===== src/rtl/serial_subtractor.sv =====
// serial_subtractor: bit-serial unsigned subtractor computing diff = a - b - bin, one bit per clock, LSB first
// Ports: clk/rst (sync, active-high); in_valid/in_ready accept a, b, bin;
//        out_valid/out_ready present diff, bout (and ovf) after WIDTH SHIFT cycles.
// Option: define SERIAL_SUB_OVF_EN to add the ovf port (signed two's-complement overflow).
module serial_subtractor #(
  parameter int WIDTH = 8
) (
  input  logic             clk,
  input  logic             rst,
  input  logic             in_valid,
  output logic             in_ready,
  input  logic [WIDTH-1:0] a,
  input  logic [WIDTH-1:0] b,
  input  logic             bin,
  output logic             out_valid,
  input  logic             out_ready,
  output logic [WIDTH-1:0] diff,
  output logic             bout
`ifdef SERIAL_SUB_OVF_EN
  ,
  output logic             ovf
`endif
);
  localparam int CW = $clog2(WIDTH + 1);
  typedef enum logic [1:0] {IDLE = 2'd0, SHIFT = 2'd1, DONE = 2'd2} state_t;
  state_t state_q, state_d;
  logic [WIDTH-1:0] a_q, a_d, b_q, b_d, diff_q, diff_d;
  logic [CW-1:0] cnt_q, cnt_d;
  logic br_q, br_d, bout_q, bout_d, d, br_next;
`ifdef SERIAL_SUB_OVF_EN
  logic ovf_q, ovf_d;
  assign ovf = ovf_q;
`endif
  assign d = a_q[0] ^ b_q[0] ^ br_q;
  assign br_next = (~a_q[0] & b_q[0]) | (~(a_q[0] ^ b_q[0]) & br_q);
  assign in_ready = state_q == IDLE;
  assign out_valid = state_q == DONE;
  assign diff = diff_q;
  assign bout = bout_q;
  always_comb begin
    state_d = state_q;
    a_d = a_q;
    b_d = b_q;
    br_d = br_q;
    cnt_d = cnt_q;
    diff_d = diff_q;
    bout_d = bout_q;
`ifdef SERIAL_SUB_OVF_EN
    ovf_d = ovf_q;
`endif
    case (state_q)
      IDLE: if (in_valid) begin
        state_d = SHIFT;
        a_d = a;
        b_d = b;
        br_d = bin;
        cnt_d = '0;
      end
      SHIFT: begin
        a_d = a_q >> 1;
        b_d = b_q >> 1;
        br_d = br_next;
        diff_d = {d, diff_q[WIDTH-1:1]};
        cnt_d = cnt_q + 1'b1;
        if (cnt_q == CW'(WIDTH - 1)) begin
          state_d = DONE;
          bout_d = br_next;
`ifdef SERIAL_SUB_OVF_EN
          // a_q[0]/b_q[0] are the operand MSBs on this last step
          ovf_d = (a_q[0] ^ b_q[0]) & (d ^ a_q[0]);
`endif
        end
      end
      DONE: state_d = out_ready ? IDLE : DONE;
      default: state_d = IDLE;
    endcase
  end
  always_ff @(posedge clk) begin
    if (rst) begin
      state_q <= IDLE;
      a_q <= '0;
      b_q <= '0;
      br_q <= 1'b0;
      cnt_q <= '0;
      diff_q <= '0;
      bout_q <= 1'b0;
`ifdef SERIAL_SUB_OVF_EN
      ovf_q <= 1'b0;
`endif
    end else begin
      state_q <= state_d;
      a_q <= a_d;
      b_q <= b_d;
      br_q <= br_d;
      cnt_q <= cnt_d;
      diff_q <= diff_d;
      bout_q <= bout_d;
`ifdef SERIAL_SUB_OVF_EN
      ovf_q <= ovf_d;
`endif
    end
  end
endmodule


===== config.mk =====
export PLATFORM = sky130hd
export DESIGN_NAME = serial_subtractor
export DESIGN_NICKNAME = d
export VERILOG_FILES = /design/src/rtl/serial_subtractor.sv
export SDC_FILE = /design/constraint.sdc
export NUM_CORES = 1
export LEC_CHECK = 0
export CAP_MARGIN = 20
export CORE_ASPECT_RATIO = 0.6
export CORE_UTILIZATION = 45
export DETAILED_ROUTE_END_ITERATION = 12
export GPL_ROUTABILITY_DRIVEN = 0
export PLACE_DENSITY_LB_ADDON = 0.08
export RECOVER_POWER = 25
export SYNTH_ARGS = -nofsm -noshare
export SYNTH_HDL_FRONTEND = slang
export SYNTH_SLANG_ARGS = --single-unit

===== constraint.sdc =====
create_clock -name clk -period 1.3 [get_ports clk]
set_input_delay 0.195 -clock clk [delete_from_list [all_inputs] [get_ports clk]]
set_output_delay 0.195 -clock clk [all_outputs]
set_load 0.005 [all_outputs]

### Yosys cells after proc, flatten, opt, wreduce, memory -nomap -nowiden

Cells that the tools add are included.

| word-level totals | value |
|---|---|
| flip-flop bits (word level) | 32 |
| input bits | 21 |
| output and inout port bits | 11 |
| word-level logic and storage cells | 37 |

| cells by class | value |
|---|---|
| $add $sub $neg | 1 |
| equal/unequal tests | 5 |
| mux-type cells | 12 |
| bitwise logic cells | 7 |
| reductions and logical operators | 5 |

Operator list:

| kind | number |
|---|---|
| $pmux 8 s2 | 2 |
| $mux 8 | 2 |
| $pmux 4 s2 | 1 |
| $mux 2 | 3 |
| $pmux 2 s3 | 1 |
| $reduce_and 2->1 | 3 |
| $add 4x1->4 const B | 1 |
| $eq 4x3->1 const B | 1 |
| $mux 4 | 1 |
| $ne 2x2->1 const B | 2 |
| $and 1x1->1 | 2 |
| $eq 2x1->1 const B | 1 |
| $eq 2x2->1 const B | 1 |
| $logic_not 2->1 | 1 |
| $not 1->1 | 2 |
| $pmux 1 s2 | 1 |
| $reduce_bool 2->1 | 1 |
| $xor 1x1->1 | 2 |
| $mux 1 | 1 |
| $or 1x1->1 | 1 |

### Longest topological paths before layout

Gate-level depths: netlist of the first run.

| depth | value |
|---|---|
| depth after elaboration | 5 |
| depth in mapped cells | 6 |
| mapped depth without buffers | 4 |

### Worst setup path after synthesis of the first run

No wires, ideal clock.

| path | value |
|---|---|
| kind | reg-to-reg |
| from | register b_q[0] |
| to | register br_q |
| setup time | 86 ps |
| arrival | 1131 ps |
| slack | 83 ps |
| cell stages (with the launch flop) | 5 |
| clock period less this slack | 1217 ps |
| path through | dfxtp_1 -> inv_1 -> fa_1 -> o21a_1 -> a221oi_2 |

| between the ends | value |
|---|---|
| word-level cells in the longest chain between the ends | 5 |
| elaborated cells on any way between the ends | 6 |
| those cells by class | 1 x mux; 5 x bitwise |

Ends and longest elaborated chain:

| what | RTL line | RTL |
|---|---|---|
| from (decl) | 27 | `logic [WIDTH-1:0] a_q, a_d, b_q, b_d, diff_q, diff_d;` |
| from (signal assigned) | 82 | `b_q <= '0;` |
| from (signal assigned) | 93 | `b_q <= b_d;` |
| $xor 1x1->1 | 35 | `assign br_next = (~a_q[0] & b_q[0]) \| (~(a_q[0] ^ b_q[0]) & br_q);` |
| $not 1->1 | 35 |  |
| $and 1x1->1 | 35 |  |
| $or 1x1->1 (*) | 35 |  |
| $pmux 1 s2 (*) | 51 | `case (state_q)` |
| to (signal assigned) | 94 | `br_q <= br_d;` |
| to (decl) | 29 | `logic br_q, br_d, bout_q, bout_d, d, br_next;` |

Mark *: on every way between the ends. The rest lies on a longest branch, timed or not.
A chain may end at the register's enable or synchronous reset.

### Final worst setup path of the first run

| path | value |
|---|---|
| from | register state_q[0] |
| to | register bout_q, in the netlist bout |

| between the ends | value |
|---|---|
| word-level cells in the longest chain between the ends | 2 |

Ends and longest elaborated chain:

| what | RTL line | RTL |
|---|---|---|
| from (decl) | 26 | `state_t state_q, state_d;` |
| from (signal assigned) | 91 | `state_q <= state_d;` |
| $eq 2x1->1 | 51 |  |
| $reduce_and 2->1 (no line) | n/a |  |
| to (signal assigned) | 97 | `bout_q <= bout_d;` |
| to (decl) | 29 |  |

Every way passes these cells.

==> flow_summary.yaml, run 1 <==
cts:
  clockBufferDepth: 2
  cts_hold_buf: 0
  cts_tree: "built"
  path_clk_slew_ns: 0.06
  clk_latency_ns: 0.28
  htree_levels: 2
  clock-sinks: 32
  cts_root_buffer: "clkbuf_8"
  cts_buffers: 5
final_layout:
  drive_gt1_frac: 0.194
  syn_to_final_growth_pct: 38.2
  fin_nets: 228
  antenna_cells: 0
  final_util: 0.683
  stdcell_count: 248
  final_cell_area_um2: 2050
global_route:
  grt_start_max_net_pins: 33
  track_usage: 0.187
  grt_pass1_vias: 1053
  grt_pass1_wl_mm: 4.95
  antenna_found_initial: 0
  grt.overflow.total: 0
floorplanning:
  dieArea_um2: 3540
  die_w_um: 76.1
  core_um2: 3000
  die_h_um: 46.5
  num_io_pins: 32
  rows: 15
  start_util: 0.494
critical_path:
  crit_path_max_fanout: 7
  crit_slowest_cell: "dfxtp_4"
  worstPathArrival_ns: 1.43
  worstSetupPathType: "reg -> reg"
  crit_path_max_incr_delay_ns: 0.43
  worst-endpoint-required_ns: 1.49
  crit_chain: "buf_12 -> and4b_2 -> a21oi_1 -> a311oi_1"
  crit_path_start_kind: "register"
  path_delay_family: "flip-flops"
  endpoint_kind: "register"
  path_buf_inv: 1
sta:
  hold_violations: 0
  fin_crit_sh: 0.957
  min_period_ns: 1.24
  setup_viol: 0
  slew-limit-headroom: 0.755
  fmax_mhz: 804
  drv_slew: 0
  finalClockSkew_ns: 0.00572
  max_slew.worst_pin.slew_ns: 0.367
detailed_routing:
  viasPerCell: 5.31
  drc: 0
  ant_nets: 0
  via_count: 1316
  wirelength_mm: 3.33
  wl_per_cell_um: 13.4
  drtPass1Iterations: 4
  drt_first_iter_violations: 72
yosys:
  synthTopCellsByArea: "dfxtp_1, a22o_1, nor2_1"
  synth_seq_area_share: 0.432
  mappedNetlistArea_um2: 1480
  synthCells: 164
  ys_async_sr_fraction: 0
  synth_top_area_frac: 0.432
  synth.distinct_cells: 34
  synth_fp_nets: 187
  yosys_warnings: 0
  synthFlopType: "dfxtp_1"
  ys_ff_latch: 32
  synth_area_leader_cell: "dfxtp_1"
  synth.avg_cell_area_um2: 9.05
  synth_edf_count: 0
job:
  drv_cap: 0
placed_design:
  dp_hpwl_mm: 2.17
  dpl_cell_area_um2: 1880
  port_buffers: 31
  dp.cells: 237
pwr:
  peakVddDrop_uv: 557
  power_density_nw_per_um2: 1080
  leakagePower_uw: 0.000868
outcome:
  status: "completed"
worst_hold_path:
  hp-class: "reg -> reg"
-- power breakdown --
part | internal [uW] | total [uW] | switching, uW
clock | 431 | 770 | 339
sequential | 1040 | 1070 | 29.5
combinational | 217 | 389 | 173
total | 1680 | 2220 | 541
-- state kept, by name (all words and copies together) (netlist names) --
name,cells
a_q,8
state_q,2
cnt_q,4
b_q,8
diff,8
br_q,1
bout,1
-- final cells by class --
cell class	instances	area, um^2
inverters	16	60.1
flip-flops and latches	32	647
clock buffers	8	90.1
multi-input cells	103	713
fillers	261	952
repair buffers	47	488
well taps	42	52.6
-- layer usage --
metal / global-route usage / vias up / wire length (um)
met1: 0.250 / 618 / 1750
met3: 0.0693 / 2 / 185
met2: 0.280 / 39 / 1390
li1: - / 657 / -
met4: 0.0654 / 0 / 7
met5: 0 / - / 0
-- layout by cell type (no fill, tap or decap), drive strengths merged, types with 2 or more instances in the layout --
cell,netlist,routed
a211oi,4,4
a21oi,10,10
a221oi,11,11
a22o,12,12
a22oi,2,2
a32oi,2,2
buf,11,14
clkbuf,2,10
clkdlybuf4s50,0,20
dfxtp,32,32
dlygate4sd2,0,9
dlymetal6s2s,0,2
inv,16,16
mux2i,3,3
nand2,18,18
nand2b,3,3
nand3,2,2
nor2,22,22
nor3,2,2
-- cell usage after synthesis, types with 2 or more instances --
cell / n
nand3_1: 2
buf_4: 3
a22o_1: 12
a221oi_1: 6
a22oi_1: 2
clkbuf_1: 2
a21oi_1: 10
buf_2: 4
dfxtp_1: 32
mux2i_1: 3
a32oi_1: 2
a221oi_2: 5
buf_6: 3
nor3_1: 2
inv_1: 15
nor2_1: 22
a211oi_1: 4
nand2_1: 18
nand2b_1: 2
-- path summary, 6_finish.rpt --
kind             end  slack [ns]       start  depth (start not counted)
max             bout        0.06  state_q[0]                          4
max reg2reg     bout        0.06  state_q[0]                          4
min reg2reg  diff[6]        0.46     diff[7]                          2
min          diff[6]        0.46     diff[7]                          2
-- timing repair --
item                       4_1_cts  5_1_grt
cloned                           0        2
setup buffers                    1        0
resized for setup               22        6
hold endpoints to repair         0        0
pin swaps                        1        3
setup endpoints to repair       23        5
-- cell families after synthesis --
family | count (synthesis) | synth area share
flops | 32 | 0.432
simple gates | 51 | 0.153
mux | 3 | 0.0202
fa+ha+maj | 2 | 0.0219
buf+inv | 29 | 0.0995
compound gates | 47 | 0.274
-- metrics by stage --
stage / hold slack [ns] / power (uW) / setup TNS (ns) / setup slack, ns
floorplan: 0.274 / 1310 / 0 / 0.0827
global placement: 0.440 / 1440 / -1.40 / -0.0953
detailed placement: 0.457 / 1450 / -1.87 / -0.145
CTS: 0.459 / 2210 / 0 / 0.00208
global route: 0.488 / 2330 / -0.00155 / -0.00155
finish: 0.459 / 2220 / 0 / 0.0564
-- worst register-to-register path, cell delays in order, from the launching register on --
cell and delay, ns:
dfxtp_4 0.43, buf_12 0.15, and4b_2 0.26, a21oi_1 0.08
a311oi_1 0.24
No activity file was read; power rests on OpenSTA's default activity.
==> run 2: changes to the inputs <==
PLACE_DENSITY = 0.8   (was not set)
PLACE_DENSITY_LB_ADDON = not set   (was 0.08)
==> run 2 against run 1 <==
  * Hold slack lost 0.0042 ns
  * Cell area shrank 1.2%
  * Power grew 1.2%
  * Highest routed layer unchanged
  * Routed wire length increased by 5.2%
  * Sequential share of layout area increased by 0.45 points
  * Sequential power hardly changed
  * Critical endpoint is now a_q[0]
  * Core utilization down 0.83 points
  * Largest cell class unchanged
==> flow_summary.yaml, run 2 (synthesis gave the netlist of run 1 again) <==
detailed_routing:
  drc: 0
  drtPass1Iterations: 4
  wirelength_mm: 3.50
  via_count: 1326
  ant_nets: 0
  viasPerCell: 5.37
  wl_per_cell_um: 14.2
  drt_first_iter_violations: 90
sta:
  fmax_mhz: 799
  fin_ws_ns: 0.0484
  max_slew.worst_pin.slew_ns: 0.291
  timing.hold.ws_ns: 0.455
  min_period_ns: 1.25
  rsz0062_at_grt: "false"
  finalClockSkew_ns: 0.00428
  fin_crit_sh: 0.963
  drv_slew: 0
  hold_violations: 0
  slew-limit-headroom: 0.806
  setup_viol: 0
global_route:
  grt_pass1_wl_mm: 5.61
  track_usage: 0.213
  antenna_found_initial: 0
  grt_start_max_net_pins: 33
  grt.overflow.total: 0
  grt_pass1_vias: 1183
worst_hold_path:
  hp-class: "reg -> reg"
placed_design:
  dp_hpwl_mm: 2.41
  port_buffers: 31
  pre_cts_ws_ns: -0.176
cts:
  cts_tree: "built"
  cts_buffers: 5
  path_clk_slew_ns: 0.06
  clock-sinks: 32
  cts_root_buffer: "clkbuf_8"
  clockBufferDepth: 2
  htree_levels: 2
  clk_latency_ns: 0.28
final_layout:
  drive_gt1_frac: 0.215
  multi_input_area_um2: 724
  final_cell_mix: "dfxtp_1, nor2_1, clkdlybuf4s50_1"
  regArea_um2: 648
  n_fill_cell: 249
  mostFrequentLayoutCell: "dfxtp_1"
  syn_to_final_growth_pct: 36.5
  antenna_cells: 0
  fin_nets: 228
critical_path:
  crit_chain: "buf_8 -> buf_4 -> a22o_1 -> a211oi_2"
  crit_path_max_fanout: 11
  endpoint_kind: "register"
  worstSetupPathType: "reg -> reg"
  worst-endpoint-required_ns: 1.48
  path_delay_family: "compound AO/OA/AOI/OAI gates"
  crit_path_max_incr_delay_ns: 0.38
  worstPathArrival_ns: 1.43
  crit_slowest_cell: "dfxtp_4"
  crit_path_start_kind: "register"
  path_buf_inv: 2
pwr:
  power_uw: 2250
  leakagePower_uw: 0.000846
  power_density_nw_per_um2: 1110
  peakVddDrop_uv: 477
job:
  drv_cap: 0
floorplanning:
  die_h_um: 46.5
  start_util: 0.494
  rows: 15
  num_io_pins: 32
  die_w_um: 76.1
  dieArea_um2: 3540
  core_um2: 3000
outcome:
  status: "completed"
-- run 2: final timing paths --
path | from | to | slack, ns | cells after the start
max | state_q[0] | a_q[0] | 0.05 | 4
max reg2reg | state_q[0] | a_q[0] | 0.05 | 4
min reg2reg | diff[0] | diff[0] | 0.45 | 2
min | diff[0] | diff[0] | 0.45 | 2
-- run 2: what timing repair did --
| action | in CTS | in global routing |
|---|---|---|
| setup endpoints to repair | 20 | 13 |
| setup buffers | 2 | 1 |
| hold buffers | 0 | 0 |
| gates resized for setup | 23 | 9 |
| pin swaps | 1 | 3 |
-- run 2: per-layer routing --
metal / global-route usage / part of all wire / up-vias
li1: - / - / 653
met1: 0.266 / 0.46 / 618
met2: 0.344 / 0.45 / 45
met3: 0.0812 / 0.063 / 10
met4: 0.0808 / 0.022 / 0
met5: 0 / 0 / -
-- run 2: worst register-to-register path, delay by kind of cell (launching register included) --
family	cells	cell delay, ns
buf+inv	2	0.31
flops	1	0.38
compound gates	2	0.47
-- run 2: cell type report --
| class | count | share of cell area |
|---|---|---|
| timing repair buffer | 47 | 0.219 |
| tap | 42 | 0.0259 |
| inverter | 16 | 0.0296 |
| multi-input combinational | 103 | 0.358 |
| sequential | 32 | 0.320 |
| clock buffer | 7 | 0.0476 |
-- run 2: stage by stage --
| stage | cell area [um^2] | instances | TNS, ns | utilization |
|---|---|---|---|---|
| after floorplan | 1480 | 164 | 0 | - |
| after global placement | 1870 | 237 | -1.46 | 0.623 |
| after detailed placement | 1870 | 237 | -2.25 | 0.623 |
| after CTS | 2000 | 246 | 0 | 0.665 |
| after global routing | 2030 | 247 | 0 | 0.675 |
| final | 2030 | 247 | 0 | 0.675 |
-- run 2: report_power, final --
group | switching (uW) | total [uW] | internal, uW
sequential | 28.3 | 1060 | 1040
clock | 338 | 809 | 471
combinational | 177 | 379 | 202
total | 543 | 2250 | 1710
==> run 3: changes to the inputs <==
ABC_AREA = 1   (was not set)
clock period = 1.05 ns   (was 1.3 ns; I/O delays follow)
==> run 3 against run 2 <==
  * The run now ends with setup timing left
  * Clock power is 62% higher
  * Count of clock-buffer cells in the layout stayed put
  * Worst setup slack worse by 0.29 ns
  * Highest routed layer unchanged
==> flow_summary.yaml, run 3 <==
cts:
  cts_tree: "built"
  cts_buffers: 5
  cts_root_buffer: "clkbuf_8"
  clock-sinks: 32
  htree_levels: 2
  clk_latency_ns: 0.29
  path_clk_slew_ns: 0.07
  clockBufferDepth: 2
yosys:
  synthFlopType: "dfxtp_1"
  synthTopCellsByArea: "dfxtp_1, nand2_1, nand3_1"
  mappedNetlistArea_um2: 1520
  synth.avg_cell_area_um2: 7.10
  synth.distinct_cells: 20
  synthCells: 214
  synth_common_cells: "nand2_1, nor2_1, nand3_1"
  synth_most_common_cell: "nand2_1"
  synth_area_leader_cell: "dfxtp_1"
  synth_fp_nets: 237
  yosys_warnings: 0
  ys_async_sr_fraction: 0
  synth_seq_area_share: 0.421
  synth_edf_count: 0
  synth_top_area_frac: 0.421
  ys_ff_latch: 32
floorplanning:
  core_um2: 3040
  start_util: 0.500
  rows: 15
  die_w_um: 77.0
  die_h_um: 47.0
  num_io_pins: 32
  dieArea_um2: 3620
detailed_routing:
  ant_nets: 0
  drc: 0
  wirelength_mm: 5.25
  drtPass1Iterations: 4
  wl_per_cell_um: 16.6
  viasPerCell: 5.44
  via_count: 1719
  drt_first_iter_violations: 159
final_layout:
  drive_gt1_frac: 0.398
  final_cell_mix: "nand2_1, nor2_1, inv_1, nand3_1"
  fin_nets: 296
  syn_to_final_growth_pct: 66.3
  antenna_cells: 0
  n_fill_cell: 170
worst_hold_path:
  hp-class: "in -> reg"
  holdPathStages: 3
  min_from: "b[7]"
critical_path:
  worst-endpoint-required_ns: 1.24
  worstSetupPathType: "reg -> reg"
  r2r-start: "state_q[0]"
  endpoint_kind: "register"
  worstSetupStartpoint: "state_q[0]"
  crit_path_max_fanout: 6
  worstPathArrival_ns: 1.48
  crit_path_start_kind: "register"
  reg2reg_depth: 9
global_route:
  grt.overflow.total: 0
  antenna_found_initial: 0
  grt_start_max_net_pins: 23
  track_usage: 0.240
  grt_pass1_wl_mm: 6.34
  grt_pass1_vias: 1329
outcome:
  violations: "setup timing"
  status: "finished with violations"
sta:
  hold_violations: 0
  drv_slew: 0
  timing.hold.ws_ns: 0.438
  finalClockSkew_ns: 0.00863
  fin_crit_sh: 1.23
  min_period_ns: 1.29
  fmax_mhz: 774
  setup_viol: 34
  max_slew.worst_pin.slew_ns: 0.358
  rsz0062_at_grt: "true"
  slew-limit-headroom: 0.762
  fin_ws_ns: -0.242
pwr:
  power_density_nw_per_um2: 1370
  leakagePower_uw: 0.00124
  peakVddDrop_uv: 841
  power_uw: 3470
placed_design:
  dp_hpwl_mm: 2.47
  port_buffers: 31
job:
  drv_cap: 0
## run 3: changes by cell type in the layout (fill, tap and decap cells not counted), sizes merged, moves of 3 or more
cell / previous run / this run
a211oi: 4 / 0
a221oi: 11 / 0
a22o: 12 / 0
buf: 16 / 27
clkbuf: 7 / 11
inv: 16 / 25
mux2i: 3 / 0
nand2: 18 / 51
nand2b: 3 / 0
nand3: 2 / 35
nor2: 22 / 41
o21ai: 0 / 12
## run 3: worst paths after layout
kind                            slack (ns)  endpoint
worst max-delay path                 -0.24    a_q[1]
worst min-delay path                  0.44    b_q[7]
worst max register to register       -0.24    a_q[1]
worst min register to register        0.48   diff[2]
## run 3: kinds of logic (layout without fill, tap and decap cells)
| kind of cell | after synthesis | count (layout) | share of synthesized area |
|---|---|---|---|
| fa+ha+maj | 2 | 2 | 0.0214 |
| simple gates | 125 | 127 | 0.374 |
| compound gates | 20 | 20 | 0.0708 |
| flops | 32 | 32 | 0.421 |
| buf+inv | 35 | 93 | 0.112 |
## run 3: timing repair
item	4_1_cts	5_1_grt
setup endpoints to repair	43	34
pin swaps	3	27
buffers inserted	5	4
gates resized for setup	46	62
gates cloned	2	4
hold buffers	0	0
## run 3: metal layers
layer  GRT usage  wire [um]  vias to the layer above
li1            -          -                      795
met1       0.336       2210                      825
met2       0.377       2510                       90
met3      0.0524        470                        9
met4      0.0792         59                        0
met5           0          0                        -
## run 3: metrics by stage
step	setup slack (ns)	TNS [ns]	area (um^2)	cells	utilization
final	-0.242	-4.77	2530	316	0.831
after global placement	-0.322	-6.80	1960	294	0.646
after CTS	-0.144	-2.84	2200	309	0.724
after floorplan	0.00257	0	1520	214	-
after detailed placement	-0.332	-7.13	1960	294	0.646
after global routing	-0.271	-6.34	2530	316	0.831
## run 3: layout make-up
| class | count | area [um^2] | area share |
|---|---|---|---|
| Multi-Input combinational cell | 149 | 935 | 0.370 |
| Tap cell | 42 | 52.6 | 0.0208 |
| Clock buffer | 7 | 96.3 | 0.0381 |
| Sequential cell | 32 | 662 | 0.262 |
| Timing Repair Buffer | 60 | 648 | 0.256 |
| Inverter | 25 | 104 | 0.0411 |
| Clock inverter | 1 | 30.0 | 0.0119 |
## run 3: critical path: stages (launching register included)
cell,delay [ns]
dfxtp_4,0.37
buf_6,0.13
inv_4,0.05
nor2_4,0.03
buf_12,0.13
buf_12,0.14
nand2_1,0.06
nand2_1,0.08
nor2_1,0.14
nor2_1,0.06
## run 3: power breakdown
part,leakage (uW),internal [uW],switching (uW)
combinational,0.000905,402,395
sequential,0.000268,1300,70.8
clock,0.0000645,837,469
